==> src/rtl/float32_pkg.sv <==
// Shared field widths, constants and FSM state type for the float32 multiplier.
package float32_pkg;

    localparam int EXP_W  = 8;
    localparam int MAN_W  = 23;
    localparam int SIG_W  = 24;
    localparam int PROD_W = 48;
    localparam int EXP_IW = 10;

    localparam logic [EXP_IW-1:0] BIAS = 10'd127;

    localparam logic [31:0] QNAN     = 32'h7FC0_0000;
    localparam logic [31:0] POS_INF  = 32'h7F80_0000;
    localparam logic [31:0] NEG_INF  = 32'hFF80_0000;
    localparam logic [31:0] POS_ZERO = 32'h0000_0000;
    localparam logic [31:0] NEG_ZERO = 32'h8000_0000;

    typedef enum logic [2:0] {
        S_IDLE,
        S_UNPACK,
        S_MUL,
        S_NORM,
        S_ROUND
    } state_e;

    function automatic logic [31:0] signed_inf(input logic s);
        return s ? NEG_INF : POS_INF;
    endfunction

    function automatic logic [31:0] signed_zero(input logic s);
        return s ? NEG_ZERO : POS_ZERO;
    endfunction

endpackage

==> src/rtl/mant_mul_seq.sv <==
// Iterative 24x24 unsigned shift-add multiplier, one multiplier bit per cycle.
module mant_mul_seq
    import float32_pkg::*;
(
    input  logic              clk,
    input  logic              nRST,
    input  logic              start_i,
    input  logic [SIG_W-1:0]  a_i,
    input  logic [SIG_W-1:0]  b_i,
    output logic              done_o,
    output logic [PROD_W-1:0] prod_o
);

    logic              run_q;
    logic [4:0]        cnt_q;
    logic [PROD_W-1:0] mcand_q;
    logic [SIG_W-1:0]  mplier_q;
    logic [PROD_W-1:0] acc_q;

    always_ff @(posedge clk or negedge nRST) begin
        if (!nRST) begin
            run_q    <= 1'b0;
            cnt_q    <= '0;
            mcand_q  <= '0;
            mplier_q <= '0;
            acc_q    <= '0;
        end else if (start_i) begin
            run_q    <= 1'b1;
            cnt_q    <= '0;
            mcand_q  <= {{(PROD_W-SIG_W){1'b0}}, a_i};
            mplier_q <= b_i;
            acc_q    <= '0;
        end else if (run_q) begin
            if (mplier_q[0])
                acc_q <= acc_q + mcand_q;
            mcand_q  <= mcand_q << 1;
            mplier_q <= mplier_q >> 1;
            cnt_q    <= cnt_q + 5'd1;
            if (cnt_q == 5'd23)
                run_q <= 1'b0;
        end
    end

    // High in the cycle whose closing edge retires the last partial product.
    assign done_o = run_q && (cnt_q == 5'd23);
    assign prod_o = acc_q;

endmodule

==> src/rtl/float32_mul.sv <==
// Multi-cycle IEEE-754 single-precision multiplier (RNE, denormals flushed to zero).
module float32_mul
    import float32_pkg::*;
(
    input  logic        clk,
    input  logic        nRST,
    input  logic [31:0] leftArg,
    input  logic [31:0] rightArg,
    input  logic        loadArgs,
    output logic [2:0]  status,
    output logic        busy,
    output logic [31:0] product
);

    state_e            state_q;
    logic              busy_q;
    logic [31:0]       product_q;
    logic [2:0]        status_q;
    logic [31:0]       a_q, b_q;
    logic              sign_q;
    logic [EXP_IW-1:0] exp_q;
    logic [SIG_W-1:0]  mant_q;
    logic              g_q, r_q, s_q;
    logic              spec_q;
    logic [31:0]       fres_q;
    logic [2:0]        fst_q;

    logic [EXP_W-1:0]  ea, eb;
    logic              sgn, l_nan, r_nan, l_inf, r_inf, l_zero, r_zero, l_den, r_den, special;
    logic [EXP_IW-1:0] exp_sum;
    logic [31:0]       spec_res;
    logic [2:0]        spec_st;

    assign ea      = a_q[30:23];
    assign eb      = b_q[30:23];
    assign sgn     = a_q[31] ^ b_q[31];
    assign l_nan   = (ea == 8'hFF) && (a_q[22:0] != '0);
    assign r_nan   = (eb == 8'hFF) && (b_q[22:0] != '0);
    assign l_inf   = (ea == 8'hFF) && (a_q[22:0] == '0);
    assign r_inf   = (eb == 8'hFF) && (b_q[22:0] == '0);
    assign l_zero  = (ea == 8'h00);
    assign r_zero  = (eb == 8'h00);
    assign l_den   = l_zero && (a_q[22:0] != '0);
    assign r_den   = r_zero && (b_q[22:0] != '0);
    assign special = l_nan | r_nan | l_inf | r_inf | l_zero | r_zero;
    assign exp_sum = {2'b00, ea} + {2'b00, eb} - BIAS;

    // A denormal partner of Inf counts as zero, so Inf*denormal is NaN.
    always_comb begin
        spec_res = signed_zero(sgn);
        spec_st  = {2'b00, l_den | r_den};
        if (l_nan || r_nan || (l_inf && r_zero) || (r_inf && l_zero)) begin
            spec_res = QNAN;
            spec_st  = 3'b100;
        end else if (l_inf || r_inf) begin
            spec_res = signed_inf(sgn);
            spec_st  = 3'b010;
        end
    end

    logic              mul_start, mul_done;
    logic [PROD_W-1:0] mul_prod;

    assign mul_start = (state_q == S_UNPACK) && !special;

    mant_mul_seq u_mul (
        .clk    (clk),
        .nRST   (nRST),
        .start_i(mul_start),
        .a_i    ({1'b1, a_q[22:0]}),
        .b_i    ({1'b1, b_q[22:0]}),
        .done_o (mul_done),
        .prod_o (mul_prod)
    );

    logic [SIG_W-1:0] n_mant;
    logic             n_g, n_r, n_s;

    always_comb begin
        if (mul_prod[47]) begin
            n_mant = mul_prod[47:24];
            n_g    = mul_prod[23];
            n_r    = mul_prod[22];
            n_s    = |mul_prod[21:0];
        end else begin
            n_mant = mul_prod[46:23];
            n_g    = mul_prod[22];
            n_r    = mul_prod[21];
            n_s    = |mul_prod[20:0];
        end
    end

    logic              rnd_up;
    logic [SIG_W:0]    rnd_sum;
    logic [EXP_IW-1:0] rnd_exp;
    logic [MAN_W-1:0]  rnd_frac;
    logic [31:0]       rnd_res;
    logic [2:0]        rnd_st;

    assign rnd_up   = g_q & (r_q | s_q | mant_q[0]);
    assign rnd_sum  = {1'b0, mant_q} + {{SIG_W{1'b0}}, rnd_up};
    assign rnd_exp  = exp_q + {{(EXP_IW-1){1'b0}}, rnd_sum[SIG_W]};
    assign rnd_frac = rnd_sum[SIG_W] ? rnd_sum[SIG_W-1:1] : rnd_sum[MAN_W-1:0];

    always_comb begin
        rnd_res = {sign_q, rnd_exp[7:0], rnd_frac};
        rnd_st  = 3'b000;
        if ($signed(rnd_exp) >= 10'sd255) begin
            rnd_res = signed_inf(sign_q);
            rnd_st  = 3'b010;
        end else if ($signed(rnd_exp) <= 10'sd0) begin
            rnd_res = signed_zero(sign_q);
            rnd_st  = 3'b001;
        end
    end

    always_ff @(posedge clk or negedge nRST) begin
        if (!nRST) begin
            state_q   <= S_IDLE;
            busy_q    <= 1'b0;
            product_q <= '0;
            status_q  <= '0;
            a_q       <= '0;
            b_q       <= '0;
            sign_q    <= 1'b0;
            exp_q     <= '0;
            mant_q    <= '0;
            g_q       <= 1'b0;
            r_q       <= 1'b0;
            s_q       <= 1'b0;
            spec_q    <= 1'b0;
            fres_q    <= '0;
            fst_q     <= '0;
        end else begin
            case (state_q)
                S_IDLE: if (loadArgs) begin
                    a_q     <= leftArg;
                    b_q     <= rightArg;
                    busy_q  <= 1'b1;
                    state_q <= S_UNPACK;
                end
                S_UNPACK: begin
                    sign_q  <= sgn;
                    exp_q   <= exp_sum;
                    spec_q  <= special;
                    fres_q  <= spec_res;
                    fst_q   <= spec_st;
                    state_q <= special ? S_ROUND : S_MUL;
                end
                S_MUL: if (mul_done) state_q <= S_NORM;
                S_NORM: begin
                    mant_q  <= n_mant;
                    g_q     <= n_g;
                    r_q     <= n_r;
                    s_q     <= n_s;
                    exp_q   <= exp_q + {{(EXP_IW-1){1'b0}}, mul_prod[47]};
                    state_q <= S_ROUND;
                end
                S_ROUND: begin
                    product_q <= spec_q ? fres_q : rnd_res;
                    status_q  <= spec_q ? fst_q : rnd_st;
                    busy_q    <= 1'b0;
                    state_q   <= S_IDLE;
                end
                default: state_q <= S_IDLE;
            endcase
        end
    end

    assign product = product_q;
    assign status  = status_q;
    assign busy    = busy_q;

endmodule

==> config.mk <==
export PLATFORM = sky130hd
export DESIGN_NAME = float32_mul
export DESIGN_NICKNAME = d
export VERILOG_FILES = /design/src/rtl/float32_pkg.sv /design/src/rtl/mant_mul_seq.sv /design/src/rtl/float32_mul.sv
export SDC_FILE = /design/constraint.sdc
export NUM_CORES = 1
export LEC_CHECK = 0
export ABC_AREA = 1
export CORE_MARGIN = 2
export CORE_UTILIZATION = 55
export CTS_BUF_LIST = sky130_fd_sc_hd__clkbuf_16
export DETAILED_ROUTE_END_ITERATION = 7
export PLACE_DENSITY = 0.72
export SETUP_SLACK_MARGIN = 0.1
export SKIP_LAST_GASP = 1
export SLEW_MARGIN = 10
export SYNTH_ARGS = -nofsm -noshare
export SYNTH_HDL_FRONTEND = slang
export SYNTH_HIERARCHICAL = 1
export SYNTH_SLANG_ARGS = --single-unit
==> constraint.sdc <==
create_clock -name clk -period 4.9 [get_ports clk]
set_input_delay 0.98 -clock clk [delete_from_list [all_inputs] [get_ports clk]]
set_output_delay 0.98 -clock clk [all_outputs]
set_load 0.02 [all_outputs]
==> results.toml, run 1 <==
[worst_setup_path]
cp.arrival_ps = 4240
end_kind = "flip-flop"
crit_fanout = 25
worstPathRequired_ps = 5340
criticalPathCategory = "reg -> reg"
startpoint_type = "flip-flop"

[final_layout]
layout_common_cells = "nand2_1 (807), inv_1 (286), dfrtp_1 (273)"
area_delta_synth_final_pct = 14.3
n_antenna_cell = 0
nFillCells = 2734
mostFrequentLayoutCell = "nand2_1"
final_layout_size_suffix_gt1_frac = 0.0860
nets = 2578
postLayoutCoreUtil = 0.638

[routing]
vias_per_cell = 5.40
route.final.wire_length_mm = 45.1
vias = 15500
drt_pass1_iterations = 6
wl_per_cell_um = 15.8
first_iter_violations = 1166
ant_nets = 0
drc = 0

[die]
die_w_um = 180
rows = 64
dieArea_sq_mm = 0.0324
core-area_sq_mm = 0.0305
pin_count = 103
start_util = 0.558
fp.dieH_um = 180

[sta]
rsz0062_at_grt = "false"
max_freq_mhz = 263
maxSlewViolCount = 0
finalCritPeriodShare = 0.775
tightestPinTransition_ps = 952
layout_setup_ws_ps = 1100
hold_viol = 0
final.setup_skew_ps = 24.6
period_needed_ps = 3800
slew-limit-headroom = 0.364
setup_viol = 0
fin_setup_tns_ps = 0

[clock_tree]
cts_max_level = 1
cts_buffer_depth = 3
cts_made_buffers = 30
hold_buffers = 0
clkTransAtPathRegs_ps = 60
cts_tree = "yes"
cts_sinks = 273
cts_root_buf = "clkbuf_16"
cts_setup_buffers = 0
insertion_delay_ps = 560
postCtsResizedCells = 0

[place]
dp_slack_ps = 1150
dp_hpwl_mm = 33.9
gp_congestion = 0.950
port_buffers = 102

[logic_synthesis]
synth_xor_area_frac = 0.0108
synth_edf_count = 0
synthMuxAreaShare = 0.0397
synth-simple-area-share = 0.332
postSynth.asyncResetShare = 1.00
synth_cell_type_count = 52
synth_warnings = 6
synth_compound_area_frac = 0.0788
ys_ff_latch = 273
synthCells = 2357
synth_ff_type = "dfrtp_1"
synth_area_sq_mm = 0.0170
synth-seq-area-share = 0.401
synth_top_family_by_area = "simple AND/OR/NAND/NOR gates"
synthAdderAreaFrac = 0.0524
syn_avg_cell_area_sq_um = 7.22

[min_path]
worstHoldPathType = "in -> async"

[global_route]
overflow = 0
grt_start_max_net_pins = 122
grt_pass1_wl_mm = 74.4
grt_pass1_vias = 14700
antenna_found_initial = 0
groute.usage.overall = 0.279

[power_and_ir_drop]
ir_drop_v = 0.000492
p_switching_mw = 6.12
pwr-share-seq = 0.316
powerDensity_mw_per_mm2 = 686
power.leakage_nw = 9.89
internal_power_mw = 7.23
swShare = 0.459
clockPowerShare = 0.185
p_comb_frac = 0.500

[outcome]
status = "complete, no violations"

[job]
drv_cap = 0
-- worst paths after layout --
path                             from               end  slack [ps]  depth (start not counted)
max reg2reg                       g_q       product[22]        1100                         22
min reg2reg                state_q[2]        state_q[0]         470                          1
max                               g_q       product[22]        1100                         22
min in group clk           state_q[2]        state_q[0]         470                          1
min                              nRST  u_mul/prod_o[39]         470                          1
max in group asynchronous        nRST    u_mul/cnt_q[3]        3360                          2
-- worst max-delay path, stage by stage (launching register included) --
cell,delay [ps]
dfrtp_1,370
nand2_1,120
inv_1,130
ha_1,170
nand2_1,110
nor2_4,140
nand3_2,120
nor3_2,240
nand2_2,300
inv_1,200
ha_1,250
ha_1,220
nand2_1,90
nor2_1,190
nand2_1,100
nand2_1,70
nand2_1,60
nor2_1,90
nand3_1,70
nand2_1,100
nand2_2,260
nand4_1,210
nand2_1,70
-- through the flow --
stage	instances	hold slack, ps	power [mW]	area (sq um)
floorplan	2358	432	8.84	17000
global placement	2805	443	10.6	18400
detailed placement	2805	460	10.8	18400
CTS	2860	469	13.4	19500
global route	2860	499	14.5	19500
finish	2860	466	13.3	19500
-- flip-flops by register name, indices dropped and copies added (netlist names) --
name	cells
mant_q	24
state_q	3
b_q	32
product	32
exp_q	10
sign_q	1
u_mul/run_q	1
u_mul/prod_o	48
u_mul/mcand_q	48
busy	1
spec_q	1
fres_q	3
r_q	1
u_mul/cnt_q	5
s_q	1
g_q	1
status	3
u_mul/mplier_q	24
fst_q	2
a_q	32
-- synthesized netlist by cell type, drive strengths merged, types with 2 or more instances --
library cell / n / area share
or2: 7 / 0.0026
a21boi: 3 / 0.0013
and2: 2 / 0.00074
nand3b: 4 / 0.0018
o22ai: 25 / 0.0092
a22o: 4 / 0.0021
mux2: 60 / 0.040
nand2: 822 / 0.18
nand3: 151 / 0.047
o211ai: 4 / 0.0018
nor4: 9 / 0.0033
nand4: 37 / 0.014
o221ai: 9 / 0.0046
o21bai: 5 / 0.0022
nor3: 28 / 0.011
xnor2: 6 / 0.0031
o31ai: 3 / 0.0013
a21oi: 84 / 0.025
a32o: 2 / 0.0012
xor2: 15 / 0.0077
buf: 26 / 0.0097
clkbuf: 36 / 0.0079
ha: 68 / 0.050
dfrtp: 273 / 0.40
nor2: 275 / 0.068
o21ai: 57 / 0.017
inv: 300 / 0.066
fa: 2 / 0.0024
a31oi: 32 / 0.012
-- kinds of logic (layout without fill, tap and decap cells) --
family          Yosys count  count (layout)
simple gates           1337            1337
xor+xnor                 21              21
fa+ha+maj                70              70
mux                      60              60
flops                   273             273
other cells               1               2
compound gates          232             232
buf+inv                 363             469
-- layer usage --
| layer | vias up | part of all wire | track usage |
|---|---|---|---|
| li1 | 7711 | - | - |
| met4 | 0 | 0.039 | 0.101 |
| met3 | 105 | 0.050 | 0.0298 |
| met1 | 7175 | 0.45 | 0.389 |
| met2 | 459 | 0.46 | 0.452 |
| met5 | - | 0 | 0 |
-- final cells by class --
type                       count  area, sq um  area share
timing repair buffer         113         1130      0.0583
tap                          396          495      0.0255
clock buffer                  31          776      0.0399
clock inverter                24          309      0.0159
sequential                   273         6830       0.351
multi-input combinational   1722         8770       0.451
inverter                     301         1130      0.0583
-- power by group through the flow --
stage	Combinational [mW]	Sequential (mW)	Clock (mW)
6_report	6.67	4.21	2.46
5_1_grt	7.51	4.33	2.62
4_1_cts	6.65	4.20	2.51
3_5_place_dp	6.58	4.23	0
3_3_place_gp	6.45	4.19	0
2_1_floorplan	4.78	4.05	0
(Power assumes the default switching activity.)
==> run 2: changes to the inputs <==
==> constraint.sdc (replaced) <==
create_clock -name clk -period 3.6 [get_ports clk]
set_input_delay 0.72 -clock clk [delete_from_list [all_inputs] [get_ports clk]]
set_output_delay 0.72 -clock clk [all_outputs]
set_load 0.02 [all_outputs]
==> run 2 against run 1 <==
- count of clock-buffer cells in the layout shrank 1
- hold slack lost 330 ps
- clock power grew 31%
- largest cell class unchanged
- critical path depth is the same
- flip-flop and latch count is the same
- setup slack lost 630 ps
- sequential power grew 36%
- maximum frequency grew 21%
- combinational power grew 38%
- die area is the same
- core utilization grew 0.32 points
- power grew 36%
==> results.toml, run 2 (same netlist as run 1, synthesis figures left out) <==
[outcome]
status = "complete, no violations"

[clock_tree]
cts_made_buffers = 30
cts_max_level = 1
hold_buffers = 0
cts_buffer_depth = 3
cts_sinks = 273
insertion_delay_ps = 590
clkTransAtPathRegs_ps = 80
cts_root_buf = "clkbuf_16"
cts_tree = "yes"

[sta]
finalCritPeriodShare = 0.869
rsz0062_at_grt = "false"
fin_setup_tns_ps = 0
hold_viol = 0
setup_viol = 0
layout_setup_ws_ps = 470
holdWs_ps = 141
period_needed_ps = 3130
final.setup_skew_ps = 21.5
max_freq_mhz = 320
tightestPinTransition_ps = 997
slew-limit-headroom = 0.334
maxSlewViolCount = 0

[worst_setup_path]
reg2reg_to = "product[26]"
crit_path_frequent_cell = "nand2_1"
setup.worst_path.start = "g_q"
worstPathRequired_ps = 4060
crit_chain = "nand2_2, inv_2, ha_1, nand2_1, nor2_4, nand3_2, nor3_4, nand2_2, inv_1, ha_4, ha_2, nand2_1, nor2_2, nand2_1, nand2_1, nand2_1, nor2_2, nand3_2, nand3_1, nor2_1, nor2_1, nor2_1"
reg2reg_from = "g_q"
critPathTopFamily = "simple AND/OR/NAND/NOR gates"
criticalPathCategory = "reg -> reg"
reg2reg_depth = 22
ff2ff_setup_slack_ps = 470
cp_num_buf_inv = 2
startpoint_type = "flip-flop"
crit_fanout = 6
cp.arrival_ps = 3590
crit_slowest_cell = "dfrtp_1"
slowest_delay_ps = 390
end_kind = "flip-flop"
cp-endpoint = "product[26]"
cp.depth = 22

[power_and_ir_drop]
power.leakage_nw = 9.92
ir_drop_v = 0.000552
powerDensity_mw_per_mm2 = 928

[final_layout]
n_antenna_cell = 0
final_layout_size_suffix_gt1_frac = 0.0913
mostFrequentLayoutCell = "nand2_1"
area_delta_synth_final_pct = 14.9
nFillCells = 2794
nets = 2588
layout_common_cells = "nand2_1 (804), inv_1 (286), dfrtp_1 (273)"
postLayoutCoreUtil = 0.641

[die]
rows = 64
pin_count = 103
die_w_um = 180
start_util = 0.558
core-area_sq_mm = 0.0305
dieArea_sq_mm = 0.0324
fp.dieH_um = 180

[routing]
route.final.wire_length_mm = 45.9
vias = 15500
drt_pass1_iterations = 5
drc = 0
vias_per_cell = 5.40
ant_nets = 0
wl_per_cell_um = 16.0
first_iter_violations = 1298

[place]
dp_hpwl_mm = 34.9
gp_congestion = 0.985
dp_slack_ps = 125
port_buffers = 102

[global_route]
grt_start_max_net_pins = 87
groute.usage.overall = 0.284
grt_pass1_wl_mm = 75.8
grt_pass1_vias = 14700
overflow = 0
antenna_found_initial = 0

[min_path]
worstHoldPathType = "in -> async"

[job]
drv_cap = 0
run 2: timing repair:
action                                  4_1_cts  5_1_grt
buffers inserted                              0        1
cloned                                        0        1
gates resized for setup                       1       12
pin swaps                                     0        3
endpoints found under the setup margin        1       33
hold endpoints to repair                      0        0
run 2: cell type report:
type | instances | area [sq um] | share of cell area
Clock inverter | 26 | 292 | 0.0149
Timing Repair Buffer | 122 | 1210 | 0.0621
Tap cell | 396 | 495 | 0.0253
Clock buffer | 30 | 751 | 0.0384
Multi-Input combinational cell | 1723 | 8830 | 0.452
Sequential cell | 273 | 6830 | 0.349
Inverter | 301 | 1130 | 0.0580
run 2: layer usage:
metal	share of wire	vias up	GRT usage
li1	-	7728	-
met1	0.46	7244	0.403
met2	0.46	437	0.458
met3	0.047	83	0.0310
met4	0.032	0	0.0898
met5	0	-	0
run 2: worst reg2reg max path, cell delays in order (launching register included):
cell and delay (ps):
dfrtp_1 390, nand2_2 110, inv_2 90, ha_1 160, nand2_1 110, nor2_4 140, nand3_2 130, nor3_4 160
nand2_2 70, inv_1 150, ha_4 170, ha_2 190, nand2_1 100, nor2_2 180, nand2_1 90, nand2_1 60
nand2_1 60, nor2_2 120, nand3_2 100, nand3_1 210, nor2_1 70, nor2_1 110, nor2_1 50
run 2: through the flow:
| step | power, mW | instance area [sq um] | cells |
|---|---|---|---|
| after detailed placement | 14.8 | 18400 | 2813 |
| after global routing | 19.7 | 19600 | 2871 |
| after global placement | 14.6 | 18400 | 2813 |
| after CTS | 18.1 | 19500 | 2869 |
| after floorplan | 12.0 | 17000 | 2358 |
| final | 18.1 | 19600 | 2871 |
run 2: report_power, final:
part / switching, mW / total (mW) / internal (mW)
sequential: 1.27 / 5.72 / 4.45
clock: 1.32 / 3.22 / 1.89
combinational: 5.84 / 9.21 / 3.38
run 2: how the worst min path moves through the flow:
stage                from          endpoint  cells after the start
2_1_floorplan        nRST            a_q[0]                      0
3_3_place_gp   state_q[2]        state_q[0]                      1
3_5_place_dp   state_q[2]        state_q[0]                      1
4_1_cts              nRST  u_mul/prod_o[19]                      1
5_1_grt              nRST  u_mul/prod_o[19]                      1
6_report             nRST  u_mul/prod_o[19]                      1
==> variant 1: new RTL, config.mk and constraints of run 2 <==
Set the package constant `EXP_IW` to 11 (it was 10).
--- a/src/rtl/float32_pkg.sv
+++ b/src/rtl/float32_pkg.sv
@@ -5,7 +5,7 @@
     localparam int MAN_W  = 23;
     localparam int SIG_W  = 24;
     localparam int PROD_W = 48;
-    localparam int EXP_IW = 10;
+    localparam int EXP_IW = 11;
 
     localparam logic [EXP_IW-1:0] BIAS = 10'd127;
 
Formal check against the unedited RTL: same outputs for any inputs over 4 cycles, from zero or initial values and one cycle with nRST low; that may be too few to reach the edited logic, so the function may still have changed.
==> variant 1 against run 2 <==
Area after synthesis grew 0.83%. Die area up 0.81%. Total power shrank 0.81%. Critical endpoint is now u_mul/cnt_q[1]$_DFFE_PN0P_. Sequential cell count rose by 1. Non-clock buffer count rose by 6. Largest power group unchanged. Combinational power is essentially flat. Wire length up 0.92%. Count of clock-buffer cells in the layout did not move. Setup slack worse by 0.032 ns. Cell area increased by 0.85%.
==> variant 1: results (changes against run 2) <==
- Vias in the first global route: 14,824 (+0.67%)
- Root buffer cell: clkbuf_16
- Routed WL per cell: 16.0 um (about the same)
- Ant. Diodes: 0 (unchanged)
- Pin count of the biggest net entering global routing: 81 (-6.9%)
- Critical path origin: b_q[21]$_DFFE_PN0P_
- Clk buf depth: 3 (unchanged)
- Synth top area cells: dfrtp_1 40%, nand2_1 18%, inv_1 6.5%
- HPWL Detailed: 35,600 um (+2.0%)
- Final Skew: 0.0179 ns (-0.00367 ns)
- Synth Area in Compound Gates: 0.0808 (+0.00205)
- Total GRT Usage: 0.284 (+0.000881)
- Ys async rst share: 1.00 (unchanged)
- Worst-path clk slew: 0.06 ns (-0.02 ns)
- Status: complete, no violations
- I/O Buffers: 102 (unchanged)
- Seq/Total Area, Yosys: 0.400 (-0.00185)
- Clock Latency Late Sink: 0.57 ns (-0.02 ns)
- Yosys warns: 6 (unchanged)
- Layout Cells excl Fill: 2,896 (+0.87%)
- Gpl congestion: 0.961 (-2.4%)
- Initial antenna violation count: 0 (unchanged)
- Min-Delay Path Class: input port to asynchronous set/reset pin
- CTS buffer count: 30 (unchanged)
- Worst Path Arrival: 3.66 ns (+0.07 ns)
- Synth top cells by count: 825 x nand2_1, 298 x inv_1, 274 x dfrtp_1
- Slowest stage delay, CP: 0.69 ns (+0.30 ns)
- Global-route wire length before repair: 76,100 um (+0.36%)
- Worst path slowest cell: nor2_2
- Vias per inst: 5.37 (-0.54%)
- H-tree Lvls: 1 (unchanged)
- Switching Share: 0.463 (-0.00141)
- Post-Synth Adder-Cell Area: 0.0519 (-0.000431)
- Max-slew headroom: 0.338 (+0.00353)
- Ratio of cells with drive above 1 in the final layout: 0.0916 (+0.000287)
- Primary FF master, synth: dfrtp_1
- Placed instance count: 2,839 (+0.92%)
- Pleak: 10.1 nW (+1.5%)
- Nets: 2,616 (+1.1%)
- VDD IR-drop max: 0.727 mV (+32%)
- Post-Syn Instances: 2,380 (+0.98%)
- Drt pass-1 iters: 5 (unchanged)
- Mux cell area share after synthesis: 0.0394 (-0.000327)
- Filler Cell Count: 2,793 (-0.036%)
- Cell variety after synth: 54 (+3.8%)
- R2R cell count: 10 (-55%)
- First DRT Iteration DRCs: 1,074 (-17%)
- Worst Path Max Fanout: 25 (+19)
- XOR/XNOR Fraction of Synth Area: 0.0142 (+0.00341)
[variant 1: layout make-up]
type	instances	area (sq um)	share of cell area
Clock inverter	23	234	0.0119
Multi-Input combinational cell	1728	8920	0.452
Inverter	317	1190	0.0603
Sequential cell	274	6860	0.348
Clock buffer	30	751	0.0381
Tap cell	396	495	0.0251
Timing Repair Buffer	128	1270	0.0645
[variant 1: cells by family (layout without fill, tap and decap cells)]
logic type / Yosys count / after routing
multiplexers: 60 / 60
flip-flops: 274 / 274
AND/OR/NAND/NOR: 1326 / 1327
adder cells (fa/ha/maj): 70 / 70
buffers and inverters: 380 / 498
XOR/XNOR: 27 / 27
other: 1 / 2
AO/OA/AOI/OAI: 242 / 242
[variant 1: worst paths after layout]
check,end,slack [ns]
worst max-delay path,u_mul/cnt_q[1]$_DFFE_PN0P_,0.44
worst min-delay path,u_mul/mcand_q[37]$_DFFE_PN0P_,0.16
worst max register to register,u_mul/cnt_q[1]$_DFFE_PN0P_,0.44
worst min register to register,state_q[0]$_DFFE_PN0P_,0.47
max in group asynchronous,u_mul/mcand_q[7]$_DFFE_PN0P_,2.58
min in group clk,state_q[0]$_DFFE_PN0P_,0.47
[variant 1: through the flow]
step           setup WS (ns)  cell area, sq um
5_1_grt               0.0979             19700
4_1_cts                0.116             19600
6_report               0.439             19700
3_3_place_gp           0.313             18700
2_1_floorplan          0.606             17200
3_5_place_dp           0.175             18700
[variant 1: metal layers]
layer | vias up | global-route usage | part of all wire
li1 | 7810 | - | -
met1 | 7193 | 0.400 | 0.46
met2 | 461 | 0.465 | 0.46
met3 | 79 | 0.0356 | 0.053
met4 | 0 | 0.0781 | 0.029
met5 | - | 0 | 0
[variant 1: what timing repair did]
action | 4_1_cts | 5_1_grt
resized for setup | 0 | 10
hold buffers | 0 | 0
endpoints found under the setup margin | 0 | 33
buffers inserted | 0 | 3
[variant 1: power groups by stage]
stage / registers, mW / logic, mW / clock network [mW]
6_report: 5.68 / 9.23 / 3.09
5_1_grt: 5.87 / 10.4 / 3.25
4_1_cts: 5.68 / 9.15 / 3.14
3_5_place_dp: 5.71 / 9.08 / 0
3_3_place_gp: 5.66 / 8.91 / 0
2_1_floorplan: 5.49 / 6.54 / 0
[variant 1: worst max-delay path: cells and delay by family (launching register included)]
family	cells	cell delay, ns
AOI/OAI and AO/OA	2	0.63
and+or+nand+nor	6	1.56
buffers and inverters	2	0.52
DFF	1	0.38
==> variant 2: new RTL, config.mk and constraints of run 2 <==
Made on the original files. Re-encode `state_e` (5 states) as one-hot, 5 bits wide.
--- a/src/rtl/float32_pkg.sv
+++ b/src/rtl/float32_pkg.sv
@@ -15,12 +15,12 @@
     localparam logic [31:0] POS_ZERO = 32'h0000_0000;
     localparam logic [31:0] NEG_ZERO = 32'h8000_0000;
 
-    typedef enum logic [2:0] {
-        S_IDLE,
-        S_UNPACK,
-        S_MUL,
-        S_NORM,
-        S_ROUND
+    typedef enum logic [4:0] {
+        S_IDLE   = 5'b00001,
+        S_UNPACK = 5'b00010,
+        S_MUL    = 5'b00100,
+        S_NORM   = 5'b01000,
+        S_ROUND  = 5'b10000
     } state_e;
 
     function automatic logic [31:0] signed_inf(input logic s);
Behaviour: same outputs for any inputs over 4 cycles, from zero or initial values and one cycle with nRST low; so few cycles prove little.
==> variant 2 against run 2 <==
Wire length is 1.5% higher. Clock skew decreased by 0.011 ns. Non-clock buffer count up 4. Highest routed layer unchanged. Via count increased by 2.2%. Critical path type unchanged. Die area increased by 1.1%. Total power down 7.8%. Setup slack got worse by 0.14 ns. Sequential cell count rose by 2. Area after synthesis rose by 1.1%. Combinational power shrank 6.6%. Sequential power down 9.4%. Cell area increased by 0.60%.
==> variant 2: results (changes against run 2) <==
- Min-Delay Path Class: input port to asynchronous set/reset pin
- PnR Total Power: 16.7 mW (-7.8%)
- Seq/Total Area, Yosys: 0.400 (-0.00157)
- Worst Path Max Fanout: 10 (+4)
- HPWL Detailed: 35,700 um (+2.3%)
- R2R cell count: 20 (-9.1%)
- Vias in the first global route: 15,329 (+4.1%)
- Slowest stage delay, CP: 0.36 ns (-0.03 ns)
- Post-Synth Adder-Cell Area: 0.0518 (-0.000594)
- VDD IR-drop max: 0.592 mV (+7.3%)
- Tightest Pin Transition: 0.997 ns (-0.0000464 ns)
- Reg power frac: 0.309 (-0.006)
- Synth top area cells: dfrtp_1 40%, nand2_1 19%, inv_1 8.3%
- Mux cell area share after synthesis: 0.00131 (-0.0384)
- Drt total wl: 46,600 um (+1.5%)
- Synth top cells by count: 862 x nand2_1, 379 x inv_1, 274 x dfrtp_1
- Fin Hold WS: 0.0918 ns (-0.0491 ns)
- Nets: 2,719 (+5.1%)
- Worst Path Arrival: 3.72 ns (+0.13 ns)
- CTS buffer count: 31 (+3.3%)
- Worst-path clk slew: 0.06 ns (-0.02 ns)
- Pin count of the biggest net entering global routing: 81 (-6.9%)
- Final Skew: 0.0109 ns (-0.0106 ns)
- Routed WL per cell: 15.5 um (-3.0%)
- Placed instance count: 2,941 (+4.6%)
- Drt pass-1 iters: 7 (+2)
- Ratio of cells with drive above 1 in the final layout: 0.0545 (-0.0368)
- Status: complete, no violations
- Global-route wire length before repair: 77,000 um (+1.6%)
- Post-Syn Instances: 2,489 (+5.6%)
- Comb pwr share: 0.514 (+0.006)
- Cell variety after synth: 50 (-3.8%)
- Filler Cell Count: 2,878 (+3.0%)
- Post-synth EDFFs: 0 (unchanged)
- Pleak: 10.3 nW (+4.2%)
- Pre-CTS setup slack: 0.187 ns (+0.0625 ns)
- Total GRT Usage: 0.287 (+0.00299)
- Switching Share: 0.476 (+0.0115)
- XOR/XNOR Fraction of Synth Area: 0.0127 (+0.00191)
- Gpl congestion: 0.971 (-1.3%)
- First DRT Iteration DRCs: 1,114 (-14%)
- Vias per inst: 5.27 (-2.3%)
- Start of the worst register-to-register path: g_q$_DFFE_PN0P_
- R2R Path End: product[17]$_DFFE_PN0P_
- Synth Area in Compound Gates: 0.102 (+0.0230)
- FF-to-FF setup slack: 0.33 ns (-0.14 ns)
variant 2: cell count changes after synthesis, sizes merged, moves of 4 or more:
cell	change
inv	+87
o21ai	+75
nor2	-61
mux2	-58
nand2	+55
nand3	+16
nor3	-12
clkbuf	+10
nand4	+10
or2	+6
buf	-5
a31oi	-4
variant 2: repair_timing:
action | CTS | global route
hold buffers | 0 | 0
setup endpoints to repair | 0 | 33
buffers inserted | 0 | 4
endpoints found under the hold margin | 0 | 0
gates resized for setup | 0 | 9
variant 2: cell type report:
| cell class | instances | area, sq um | share of cell area |
|---|---|---|---|
| Clock buffer | 31 | 776 | 0.0394 |
| Tap cell | 396 | 495 | 0.0252 |
| Clock inverter | 26 | 174 | 0.00884 |
| Timing Repair Buffer | 126 | 1260 | 0.0639 |
| Multi-Input combinational cell | 1758 | 8610 | 0.438 |
| Inverter | 390 | 1470 | 0.0747 |
| Sequential cell | 275 | 6880 | 0.350 |
variant 2: how the worst max path moves through the flow:
stage                                startpoint                      end  slack [ns]  depth (start not counted)
final                           g_q$_DFFE_PN0P_  product[17]$_DFFE_PN0P_        0.33                         20
after global routing      mant_q[0]$_DFFE_PN0P_  product[12]$_DFFE_PN0P_         0.1                         20
after CTS                       g_q$_DFFE_PN0P_  product[17]$_DFFE_PN0P_        0.16                         20
after detailed placement        g_q$_DFFE_PN0P_  product[17]$_DFFE_PN0P_        0.19                         20
after global placement          g_q$_DFFE_PN0P_   product[3]$_DFFE_PN0P_        0.33                         20
after floorplan                 g_q$_DFFE_PN0P_  product[13]$_DFFE_PN0P_        0.69                         20
variant 2: layer usage:
layer  track usage  part of all wire  vias to the layer above
li1              -                 -                     8090
met4        0.0726             0.024                        0
met3        0.0345             0.046                       85
met5             0                 0                        -
met1         0.403              0.47                     7259
met2         0.473              0.46                      400
